[src/rtl/command_frame_controller.sv]
// Command frame sequencer: decodes UART RX frames into register file / ALU strobes and returns replies.
// Optional inter-byte frame timeout is enabled by defining CMD_TIMEOUT_EN.
module command_frame_controller #(
    parameter int DATA_WIDTH     = 8,
    parameter int ADDRESS_WIDTH  = 4,
    parameter int ALU_FUNC_WIDTH = 4,
    parameter int TIMEOUT_CYCLES = 4096
) (
    input  logic                        clk,
    input  logic                        reset,
    input  logic [DATA_WIDTH-1:0]       rx_data,
    input  logic                        rx_data_valid,
    output logic [ADDRESS_WIDTH-1:0]    reg_file_address,
    output logic                        reg_file_write_enable,
    output logic [DATA_WIDTH-1:0]       reg_file_write_data,
    output logic                        reg_file_read_enable,
    input  logic [DATA_WIDTH-1:0]       reg_file_read_data,
    input  logic                        reg_file_read_data_valid,
    output logic                        alu_enable,
    output logic [ALU_FUNC_WIDTH-1:0]   alu_function,
    input  logic [2*DATA_WIDTH-1:0]     alu_result,
    input  logic                        alu_result_valid,
    output logic [DATA_WIDTH-1:0]       tx_data,
    output logic                        tx_data_valid,
    input  logic                        tx_busy,
`ifdef CMD_TIMEOUT_EN
    output logic                        timeout_flag,
`endif
    output logic                        frame_active
);

    localparam logic [3:0] IDLE       = 4'd0;
    localparam logic [3:0] WR_ADDR    = 4'd1;
    localparam logic [3:0] WR_DATA    = 4'd2;
    localparam logic [3:0] RD_ADDR    = 4'd3;
    localparam logic [3:0] RD_WAIT    = 4'd4;
    localparam logic [3:0] OP_A       = 4'd5;
    localparam logic [3:0] OP_B       = 4'd6;
    localparam logic [3:0] ALU_FUNC   = 4'd7;
    localparam logic [3:0] ALU_WAIT   = 4'd8;
    localparam logic [3:0] TX_SEND    = 4'd9;
    localparam logic [3:0] TX_WAIT_HI = 4'd10;
    localparam logic [3:0] TX_WAIT_LO = 4'd11;

    localparam logic [DATA_WIDTH-1:0] CMD_WR     = DATA_WIDTH'('hAA);
    localparam logic [DATA_WIDTH-1:0] CMD_RD     = DATA_WIDTH'('hBB);
    localparam logic [DATA_WIDTH-1:0] CMD_ALU_OP = DATA_WIDTH'('hCC);
    localparam logic [DATA_WIDTH-1:0] CMD_ALU    = DATA_WIDTH'('hDD);

    logic [3:0]            state;
    logic [DATA_WIDTH-1:0] result_hi;
    logic                  tx_last;
    logic                  abort;

    assign frame_active = (state != IDLE);

`ifdef CMD_TIMEOUT_EN
    localparam int CW = $clog2(TIMEOUT_CYCLES + 1);

    logic [CW-1:0] idle_cnt;
    logic          counting;

    // Only states that are waiting for the next frame byte can time out
    assign counting = state inside {WR_ADDR, WR_DATA, RD_ADDR,
                                    OP_A, OP_B, ALU_FUNC};
    assign abort    = counting && !rx_data_valid &&
                      (idle_cnt == CW'(TIMEOUT_CYCLES - 1));

    always_ff @(posedge clk) begin
        if (reset) begin
            idle_cnt     <= '0;
            timeout_flag <= 1'b0;
        end else begin
            timeout_flag <= abort;
            if (!counting || rx_data_valid || abort)
                idle_cnt <= '0;
            else
                idle_cnt <= idle_cnt + 1'b1;
        end
    end
`else
    assign abort = 1'b0;
`endif

    always_ff @(posedge clk) begin
        if (reset) begin
            state                 <= IDLE;
            reg_file_address      <= '0;
            reg_file_write_enable <= 1'b0;
            reg_file_write_data   <= '0;
            reg_file_read_enable  <= 1'b0;
            alu_enable            <= 1'b0;
            alu_function          <= '0;
            tx_data               <= '0;
            tx_data_valid         <= 1'b0;
            result_hi             <= '0;
            tx_last               <= 1'b0;
        end else begin
            reg_file_write_enable <= 1'b0;
            reg_file_read_enable  <= 1'b0;
            alu_enable            <= 1'b0;
            tx_data_valid         <= 1'b0;
            if (abort) begin
                state <= IDLE;
            end else begin
                unique case (state)
                    IDLE: begin
                        if (rx_data_valid) begin
                            unique case (1'b1)
                                rx_data == CMD_WR:     state <= WR_ADDR;
                                rx_data == CMD_RD:     state <= RD_ADDR;
                                rx_data == CMD_ALU_OP: state <= OP_A;
                                rx_data == CMD_ALU:    state <= ALU_FUNC;
                                default:               state <= IDLE;
                            endcase
                        end
                    end
                    WR_ADDR: begin
                        if (rx_data_valid) begin
                            reg_file_address <= rx_data[ADDRESS_WIDTH-1:0];
                            state            <= WR_DATA;
                        end
                    end
                    WR_DATA: begin
                        if (rx_data_valid) begin
                            reg_file_write_data   <= rx_data;
                            reg_file_write_enable <= 1'b1;
                            state                 <= IDLE;
                        end
                    end
                    RD_ADDR: begin
                        if (rx_data_valid) begin
                            reg_file_address     <= rx_data[ADDRESS_WIDTH-1:0];
                            reg_file_read_enable <= 1'b1;
                            state                <= RD_WAIT;
                        end
                    end
                    RD_WAIT: begin
                        if (reg_file_read_data_valid) begin
                            tx_data <= reg_file_read_data;
                            tx_last <= 1'b1;
                            state   <= TX_SEND;
                        end
                    end
                    OP_A: begin
                        if (rx_data_valid) begin
                            reg_file_address      <= '0;
                            reg_file_write_data   <= rx_data;
                            reg_file_write_enable <= 1'b1;
                            state                 <= OP_B;
                        end
                    end
                    OP_B: begin
                        if (rx_data_valid) begin
                            reg_file_address      <= ADDRESS_WIDTH'(1);
                            reg_file_write_data   <= rx_data;
                            reg_file_write_enable <= 1'b1;
                            state                 <= ALU_FUNC;
                        end
                    end
                    ALU_FUNC: begin
                        if (rx_data_valid) begin
                            alu_function <= rx_data[ALU_FUNC_WIDTH-1:0];
                            alu_enable   <= 1'b1;
                            state        <= ALU_WAIT;
                        end
                    end
                    ALU_WAIT: begin
                        if (alu_result_valid) begin
                            tx_data   <= alu_result[DATA_WIDTH-1:0];
                            result_hi <= alu_result[2*DATA_WIDTH-1:DATA_WIDTH];
                            tx_last   <= 1'b0;
                            state     <= TX_SEND;
                        end
                    end
                    TX_SEND: begin
                        if (!tx_busy) begin
                            tx_data_valid <= 1'b1;
                            state         <= TX_WAIT_HI;
                        end
                    end
                    TX_WAIT_HI: begin
                        if (tx_busy)
                            state <= TX_WAIT_LO;
                    end
                    TX_WAIT_LO: begin
                        // tx_data may only change once the transmitter has released the byte
                        if (!tx_busy) begin
                            if (tx_last) begin
                                state <= IDLE;
                            end else begin
                                tx_data <= result_hi;
                                tx_last <= 1'b1;
                                state   <= TX_SEND;
                            end
                        end
                    end
                    default: state <= IDLE;
                endcase
            end
        end
    end

endmodule

[config.mk]
export PLATFORM = sky130hd
export DESIGN_NAME = command_frame_controller
export DESIGN_NICKNAME = d
export VERILOG_FILES = /design/src/rtl/command_frame_controller.sv
export SDC_FILE = /design/constraint.sdc
export NUM_CORES = 1
export LEC_CHECK = 0
export ABC_AREA = 0
export CAP_MARGIN = 20
export CORE_UTILIZATION = 45
export CTS_CLUSTER_DIAMETER = 60
export CTS_CLUSTER_SIZE = 40
export DETAILED_ROUTE_END_ITERATION = 8
export PLACE_DENSITY = 0.77
export REMOVE_ABC_BUFFERS = 1
export SETUP_SLACK_MARGIN = 0.3
export SYNTH_ARGS = -nofsm -noshare
export SYNTH_HDL_FRONTEND = slang
export SYNTH_SLANG_ARGS = --single-unit
[constraint.sdc]
create_clock -name clk -period 2.47 [get_ports clk]
set_clock_uncertainty 0.15 [all_clocks]
set_input_delay 0.494 -clock clk [delete_from_list [all_inputs] [get_ports clk]]
set_output_delay 0.494 -clock clk [all_outputs]
set_load 0.01 [all_outputs]
# [Yosys cells after proc, flatten, opt, wreduce, memory -nomap -nowiden]
# Index checks and enable logic that the tools add are counted.
[classes] n_reduce_logical=17 bitwise_logic=4 eq_ne=29 muxes=29
[op_table] op="$mux 4" count=15
[op_table] op="$pmux 4 s12" count=1
[op_table] op="$eq 8x8->1 const B" count=4
[op_table] op="$mux 8" count=4
[op_table] op="$ne 2x2->1 const B" count=13
[op_table] op="$pmux 8 s3" count=1
[op_table] op="$eq 4x3->1 const B" count=4
[op_table] op="$eq 4x4->1 const B" count=4
[op_table] op="$pmux 3 s4" count=1
[op_table] op="$pmux 4 s3" count=1
[op_table] op="$reduce_and 12->1" count=1
[op_table] op="$reduce_or 2->1" count=5
[op_table] op="$eq 4x2->1 const B" count=2
[op_table] op="$reduce_and 4->1" count=2
[op_table] op="$reduce_and 2->1" count=3
[op_table] op="$reduce_bool 3->1" count=2
[op_table] op="$mux 1" count=5
[op_table] op="$reduce_and 5->1" count=1
[op_table] op="$eq 4x1->1 const B" count=1
[op_table] op="$logic_not 4->1" count=1
[op_table] op="$not 1->1" count=4
[op_table] op="$reduce_bool 4->1" count=1
[op_table] op="$pmux 1 s3" count=1
[op_table] op="$reduce_or 3->1" count=1
[op_table] op="$ne 2x1->1 const B" count=1
[word_totals] input_bits=38 output_inout_bits=29 wordCells=90 register_bits=41

# [Depth between registers and ports, before layout]
# Gate-level depths: netlist (run 1).
[logic_depth] depth_word=4 depth_mapped=7 depth_no_buf=4

# [Worst setup path before layout (run 1)]
# No wires, ideal clock.
[synth_timing] path_type="register to register" start="register state[0]" end="register state[0]" setup_ns=0.085 period_less_slack_ns=1.748 t_arrival_ns=1.514 slack_ns=0.722 t_required_ns=2.235 stages_incl_launch_ff=6 path_buffers=1 cell_sequence="dfxtp_1 buf_6 or4_4 a2111oi_4 nor2_1 o31ai_2"
[synth_between] elab_chain_len=3 elab_cells_between_ends=26 classes_between="eq/ne: 23; mux: 1; reduce/logical: 2"
[synth_lines] element="start: declaration" line_no="50" text="logic [3:0] state;"
[synth_lines] element="start signal: assignment" line_no="87" text="state <= IDLE;"
[synth_lines] element="start signal: assignment" line_no="104" text="state <= IDLE;"
[synth_lines] element="start signal: assignment" line_no="110" text="rx_data == CMD_WR: state <= WR_ADDR;"
[synth_lines] element="$eq 4x4->1, or another cell as far along" line_no="106" text="unique case (state)"
[synth_lines] element="$ne 2x2->1 (no line)"
[synth_lines] element="$reduce_and 12->1 (no line)"
# Several ways; a longest one is shown, not always the timed one.
# A chain may end at the register's enable or synchronous reset.

# [Final worst setup path (run 1)]
[layout_timing] start="register state[0]" end="output frame_active"
[layout_between] elab_chain_len=1
[layout_lines] element="$reduce_bool 4->1" line_no="55" text="assign frame_active = (state != IDLE);"
[layout_lines] element="end: declaration" line_no="29" text="output logic frame_active"
# No other way between the ends.

==> impl_metrics.yaml, run 1 <==
yosys:
  yosys_register_bits: 41
  async_reset_ff_frac: 0
  synth-main-ff-cell: "dfxtp_1"
  synth_cells: 256
  synth_top_area_cell: "dfxtp_1"
  yosysUniqueCellTypes: 52
  synth_top_area_frac: 0.3575
  synth-edff-count: 0
  syn_area_um2: 2296
  yosysSeqAreaShare: 0.3575
  synthTopCellsByArea: "dfxtp_1 (36%), mux2i_1 (9.6%), nor2_1 (4.1%), a31oi_1 (3.8%), a21oi_1 (3.3%)"
  avgSynthCellArea_um2: 8.969
  yosysWarnings: 0
sta:
  tightest_slew_ps: 532.5
  clock.fmax_mhz: 479.7
  period_share: 0.8440
  setup_tns_ps: 0
  timing.hold.ws_ps: 324.4
  drv_slew: 0
  relSlewSlack: 0.6441
  grt_setup_unrepaired: "yes"
  fin_crit_ps: 2085
  hold_viol: 0
  setup_viol: 0
run:
  maxCapViolCount: 0
drt:
  viasPerCell: 5.500
  drc: 0
  via_count: 2123
  drt_first_pass_iters: 4
  drt-total-wl_mm: 5.992
  drt-initial-drc-count: 86
  ant_nets: 0
  wl_per_cell_um: 15.52
power_and_ir_drop:
  p_int_mw: 0.9501
  seqPwrFrac: 0.536
  p_sw_frac: 0.2349
  netSwitchingPower_mw: 0.2917
  p_leak_nw: 1.158
  power_density_nw_per_um2: 401.5
  clkPwrFrac: 0.343
  combPwrFrac: 0.121
  vdd_drop_max_v: 0.0003378
die:
  fp.dieArea_um2: 5392
  rows: 25
  floorplan.initialDensity: 0.4766
  die_w_um: 73.43
  pin_count: 67
  die_h_um: 73.43
  core-area_um2: 4817
final_layout:
  drive_gt1_frac: 0.07524
  stdcell_count: 386
  diodes: 0
  n_fill_cell: 439
  synthToLayoutAreaGrowth_pct: 34.71
  fin_nets: 356
global_routing:
  grt_pass1_vias: 2025
  grtUsageTotal: 0.2301
  antenna_found_initial: 0
  grt_max_degree: 44
  grt_pass1_wl_mm: 9.528
  grt_overflow: 0
critical_path:
  arrival_ps: 1440
  required_ps: 1830
  crit_fanout: 2
  crit_type: "reg2out"
  crit_path_end_kind: "output pin"
  worst_setup_path_start_kind: "flop"
clocking:
  clock_latency_ps: 290
  htreeDepth: 2
  cts-root-buf: "clkbuf_8"
  cts.sinks: 41
  hold_buffers: 0
  cts_made_buffers: 5
  clk_path_buf_depth: 2
  cts_tree: "done"
  clk_pin_slew_worst_paths_ps: 80
place:
  placed_cells: 378
  portBuffers: 66
  gp_congestion: 0.7973
  dpl.hpwl_mm: 4.105
hold_path:
  min_path_type: "reg2reg"
run_status:
  status: "completed"
## worst max-delay path, stage by stage, from the launching register on
cell and delay, ps:
dfxtp_1 320, or4_4 560, clkdlybuf4s15_1 270
## area by class of cell
| cell class | instances | area [µm²] | area share |
|---|---|---|---|
| Clock buffer | 8 | 80.08 | 0.02589 |
| Tap cell | 67 | 83.83 | 0.02710 |
| Timing Repair Buffer | 76 | 735.7 | 0.2379 |
| Inverter | 3 | 11.26 | 0.003641 |
| Sequential cell | 41 | 820.8 | 0.2654 |
| Multi-Input combinational cell | 191 | 1361 | 0.4401 |
## power by group through the flow
stage	clock network [mW]	logic, mW	registers, mW
2_1_floorplan	0	0.0451	0.685
3_3_place_gp	0	0.147	0.681
3_5_place_dp	0	0.148	0.682
4_1_cts	0.445	0.149	0.666
5_1_grt	0.468	0.161	0.666
6_report	0.426	0.150	0.666
## path summary, 6_finish.rpt
path | start | endpoint | slack (ps) | cells after the start
setup / recovery | state[0] | frame_active | 390 | 2
hold reg to reg | reg_file_address[2] | reg_file_address[2] | 320 | 2
hold / removal | reg_file_address[2] | reg_file_address[2] | 320 | 2
setup reg to reg | state[1] | state[0] | 440 | 5
## per-stage QoR
| step | total power, mW | worst slack [ps] | area, µm² | util |
|---|---|---|---|---|
| 6_report | 1.242 | 385.4 | 3093 | 0.6421 |
| 3_5_place_dp | 0.8298 | 120.6 | 3000 | 0.6229 |
| 4_1_cts | 1.260 | 323.9 | 3079 | 0.6392 |
| 2_1_floorplan | 0.7298 | 278.9 | 2181 | - |
| 5_1_grt | 1.295 | 289.2 | 3093 | 0.6421 |
| 3_3_place_gp | 0.8289 | 177.6 | 3000 | 0.6229 |
## cell families (layout without fill, tap and decap cells)
kind of cell	count (synthesis)	in the layout	synth area share
and+or+nand+nor	89	89	0.2213
AOI/OAI and AO/OA	77	77	0.2589
xor gates and xnor gates	3	3	0.01145
DFF	41	41	0.3575
buffers and inverters	24	87	0.05504
muxes	22	22	0.09591
## layout by cell type (no fill, tap or decap), types with 4 or more instances in the layout
master / count
and2_1: 7
nor2b_1: 12
mux2i_1: 22
nand2_1: 7
o211a_1: 6
nand2b_1: 11
dfxtp_1: 41
a211oi_1: 9
nor2_1: 25
a21oi_1: 15
buf_4: 10
clkdlybuf4s50_1: 65
a31oi_1: 14
a2bb2oi_1: 6
o21ai_0: 4
nand3_1: 5
clkbuf_8: 5
## synthesized netlist by cell type, drive strengths merged, types with 2 or more instances
library cell	n
a211o	2
a211oi	9
a21oi	16
a2bb2oi	6
a311oi	2
a31oi	14
and2	7
and3b	3
buf	15
clkbuf	6
dfxtp	41
inv	3
mux2i	22
nand2	7
nand2b	11
nand3	5
nand3b	3
nand4bb	2
nor2	25
nor2b	12
nor3	3
nor3b	3
o211a	6
o21ai	7
o21bai	2
o32ai	2
or2	3
xnor2	2
## timing repair
| action | CTS | global route |
|---|---|---|
| gates resized for setup | 1 | 2 |
| setup endpoints to repair | 1 | 7 |
| endpoints found under the hold margin | 0 | 0 |
| buffers inserted | 0 | 0 |
| pin swaps | 0 | 0 |
## routing by layer
metal / share of wire / vias to the layer above / global-route usage
li1: - / 1065 / -
met1: 0.47 / 980 / 0.2868
met2: 0.45 / 68 / 0.3735
met3: 0.065 / 10 / 0.06859
met4: 0.014 / 0 / 0.08974
met5: 0 / - / 0
## registers in the layout (all words and copies together) (netlist names)
signal and cells:
reg_file_write_data 8, reg_file_address 4, tx_data_valid 1, state 4
alu_enable 1, alu_function 4, tx_last 1, result_hi 8
reg_file_read_enable 1, reg_file_write_enable 1, tx_data 8
Note: power is estimated with default switching activity, not from simulation.
==> run 2, diff against run 1 <==
==> constraint.sdc (replaced) <==
create_clock -name clk -period 2 [get_ports clk]
set_clock_uncertainty 0.15 [all_clocks]
set_input_delay 0.4 -clock clk [delete_from_list [all_inputs] [get_ports clk]]
set_output_delay 0.4 -clock clk [all_outputs]
set_load 0.01 [all_outputs]
==> impl_metrics.yaml, run 2 (synthesis results as in run 1) <==
die:
  die_h_um: 73.43
  fp.dieArea_um2: 5392
  floorplan.initialDensity: 0.4766
  die_w_um: 73.43
  pin_count: 67
  rows: 25
  core-area_um2: 4817
clocking:
  cts_tree: "done"
  cts_made_buffers: 5
  htreeDepth: 2
  clk_path_buf_depth: 2
  cts-root-buf: "clkbuf_8"
  hold_buffers: 0
  clk_pin_slew_worst_paths_ps: 80
  clock_latency_ps: 300
  cts.sinks: 41
global_routing:
  grt_overflow: 0
  grt_max_degree: 34
  grt_pass1_vias: 2167
  met2_usage: 0.4136
  grtUsageTotal: 0.2451
  grt_pass1_wl_mm: 10.13
  gr-usage-met3: 0.07956
  grt.busiest_layer: "met2"
  grtUsageMet1: 0.2951
  antenna_found_initial: 0
drt:
  drc: 0
  drt-initial-drc-count: 104
  ant_nets: 0
  via_count: 2315
  viasPerCell: 5.646
  drt-total-wl_mm: 6.364
  drt_first_pass_iters: 4
  wl_per_cell_um: 15.52
run_status:
  status: "completed"
final_layout:
  layout_common_cells: "dfxtp_1 (40), clkdlybuf4s50_1 (36), dlygate4sd2_1 (27), buf_4 (25), nor2_1 (24)"
  layout_commonest_cell: "dfxtp_1"
  design_area_um2: 3418
  drive_gt1_frac: 0.1924
  n_fill_cell: 417
  synthToLayoutAreaGrowth_pct: 48.88
  fin_nets: 380
  multiInputGateArea_um2: 1419
  reg_top3: "reg_file_write_data (8), result_hi (8), tx_data (8)"
  diodes: 0
  area.sequential_um2: 822.0
  stdcell_count: 410
critical_path:
  crit_fanout: 2
  slowest_delay_ps: 560
  crit_chain: "or4_4, buf_6"
  worst_setup_path_start_kind: "flop"
  arrival_ps: 1320
  crit_family: "simple AND/OR/NAND/NOR gates"
  crit_slowest_cell: "or4_4"
  crit_path_end_kind: "output pin"
  required_ps: 1450
  cp_num_buf_inv: 1
  crit_type: "reg2out"
sta:
  hold_viol: 0
  tightest_slew_ps: 370.0
  clock.fmax_mhz: 535.2
  setup_viol: 0
  grt_setup_unrepaired: "yes"
  period_share: 0.9342
  setup_ws_ps: 131.6
  relSlewSlack: 0.7533
  fin_crit_ps: 1868
  drv_slew: 0
power_and_ir_drop:
  p_leak_nw: 1.478
  vdd_drop_max_v: 0.0004424
  power_density_nw_per_um2: 505.0
  power_mw: 1.726
place:
  place_area_um2: 3203
  placed_cells: 400
  place_ws_ps: -194.3
  gp_congestion: 0.8935
  dpl.hpwl_mm: 4.289
  portBuffers: 66
run:
  maxCapViolCount: 0
hold_path:
  min_path_type: "reg2reg"
run 2: cell types whose count changed in the layout (fill, tap and decap cells not counted), moves of 4 or more:
cell / previous run / this run
a211oi_2: 0 / 4
dlygate4sd2_1: 0 / 27
buf_6: 0 / 5
buf_12: 0 / 5
clkdlybuf4s50_1: 65 / 36
buf_4: 10 / 25
a211oi_1: 9 / 5
run 2: worst paths after layout:
path,start,end,slack (ps),cells after the start
setup / recovery,state[0],frame_active,130,2
hold / removal,reg_file_address[2],reg_file_address[2],320,2
hold reg to reg,reg_file_address[2],reg_file_address[2],320,2
setup reg to reg,state[0],state[0],150,5
run 2: worst reg2reg max path, cell delays in order, from the launching register on:
cell and delay (ps):
dfxtp_1 320, or4_4 560, buf_4 160, a2111oi_4 320, nor2_1 80, o31ai_2 180
run 2: repair_timing:
action / 4_1_cts / 5_1_grt
gates cloned: 0 / 0
setup endpoints to repair: 49 / 35
resized for setup: 36 / 24
pin swaps: 1 / 4
setup buffers: 1 / 1
run 2: per-layer routing:
layer,wire [µm],vias to the layer above
li1,-,1120
met1,2686,1099
met2,3063,80
met3,482,16
met4,131,0
met5,0,-
run 2: final cells by class:
type / count / share of cell area
Clock buffer: 7 / 0.02526
Multi-Input combinational cell: 191 / 0.4151
Sequential cell: 41 / 0.2405
Timing Repair Buffer: 100 / 0.2826
Inverter: 3 / 0.003294
Tap cell: 67 / 0.02452
Clock inverter: 1 / 0.008785
run 2: report_power, final:
part | switching [mW] | total [mW] | internal, mW
Clock | 0.287 | 0.694 | 0.407
Combinational | 0.0881 | 0.210 | 0.122
Sequential | 0.00257 | 0.822 | 0.820
Total | 0.377 | 1.73 | 1.35
run 2: through the flow:
step	utilization	TNS, ps	hold slack (ps)
floorplan	-	-852.6	305.4
global placement	0.6649	-573.3	303.6
detailed placement	0.6649	-1093	314.1
CTS	0.6878	0	322.6
global route	0.7096	0	362.9
finish	0.7096	0	320.1
==> run 3, diff against run 2 <==
--- a/config.mk
+++ b/config.mk
@@ -11,6 +11,7 @@
 export CTS_CLUSTER_DIAMETER = 60
 export CTS_CLUSTER_SIZE = 40
 export DETAILED_ROUTE_END_ITERATION = 8
+export HOLD_SLACK_MARGIN = 0.1
 export PLACE_DENSITY = 0.77
 export REMOVE_ABC_BUFFERS = 1
 export SETUP_SLACK_MARGIN = 0.3
==> results of run 3 <==
The final DEF is identical to that of run 2; final timing and power are the same.
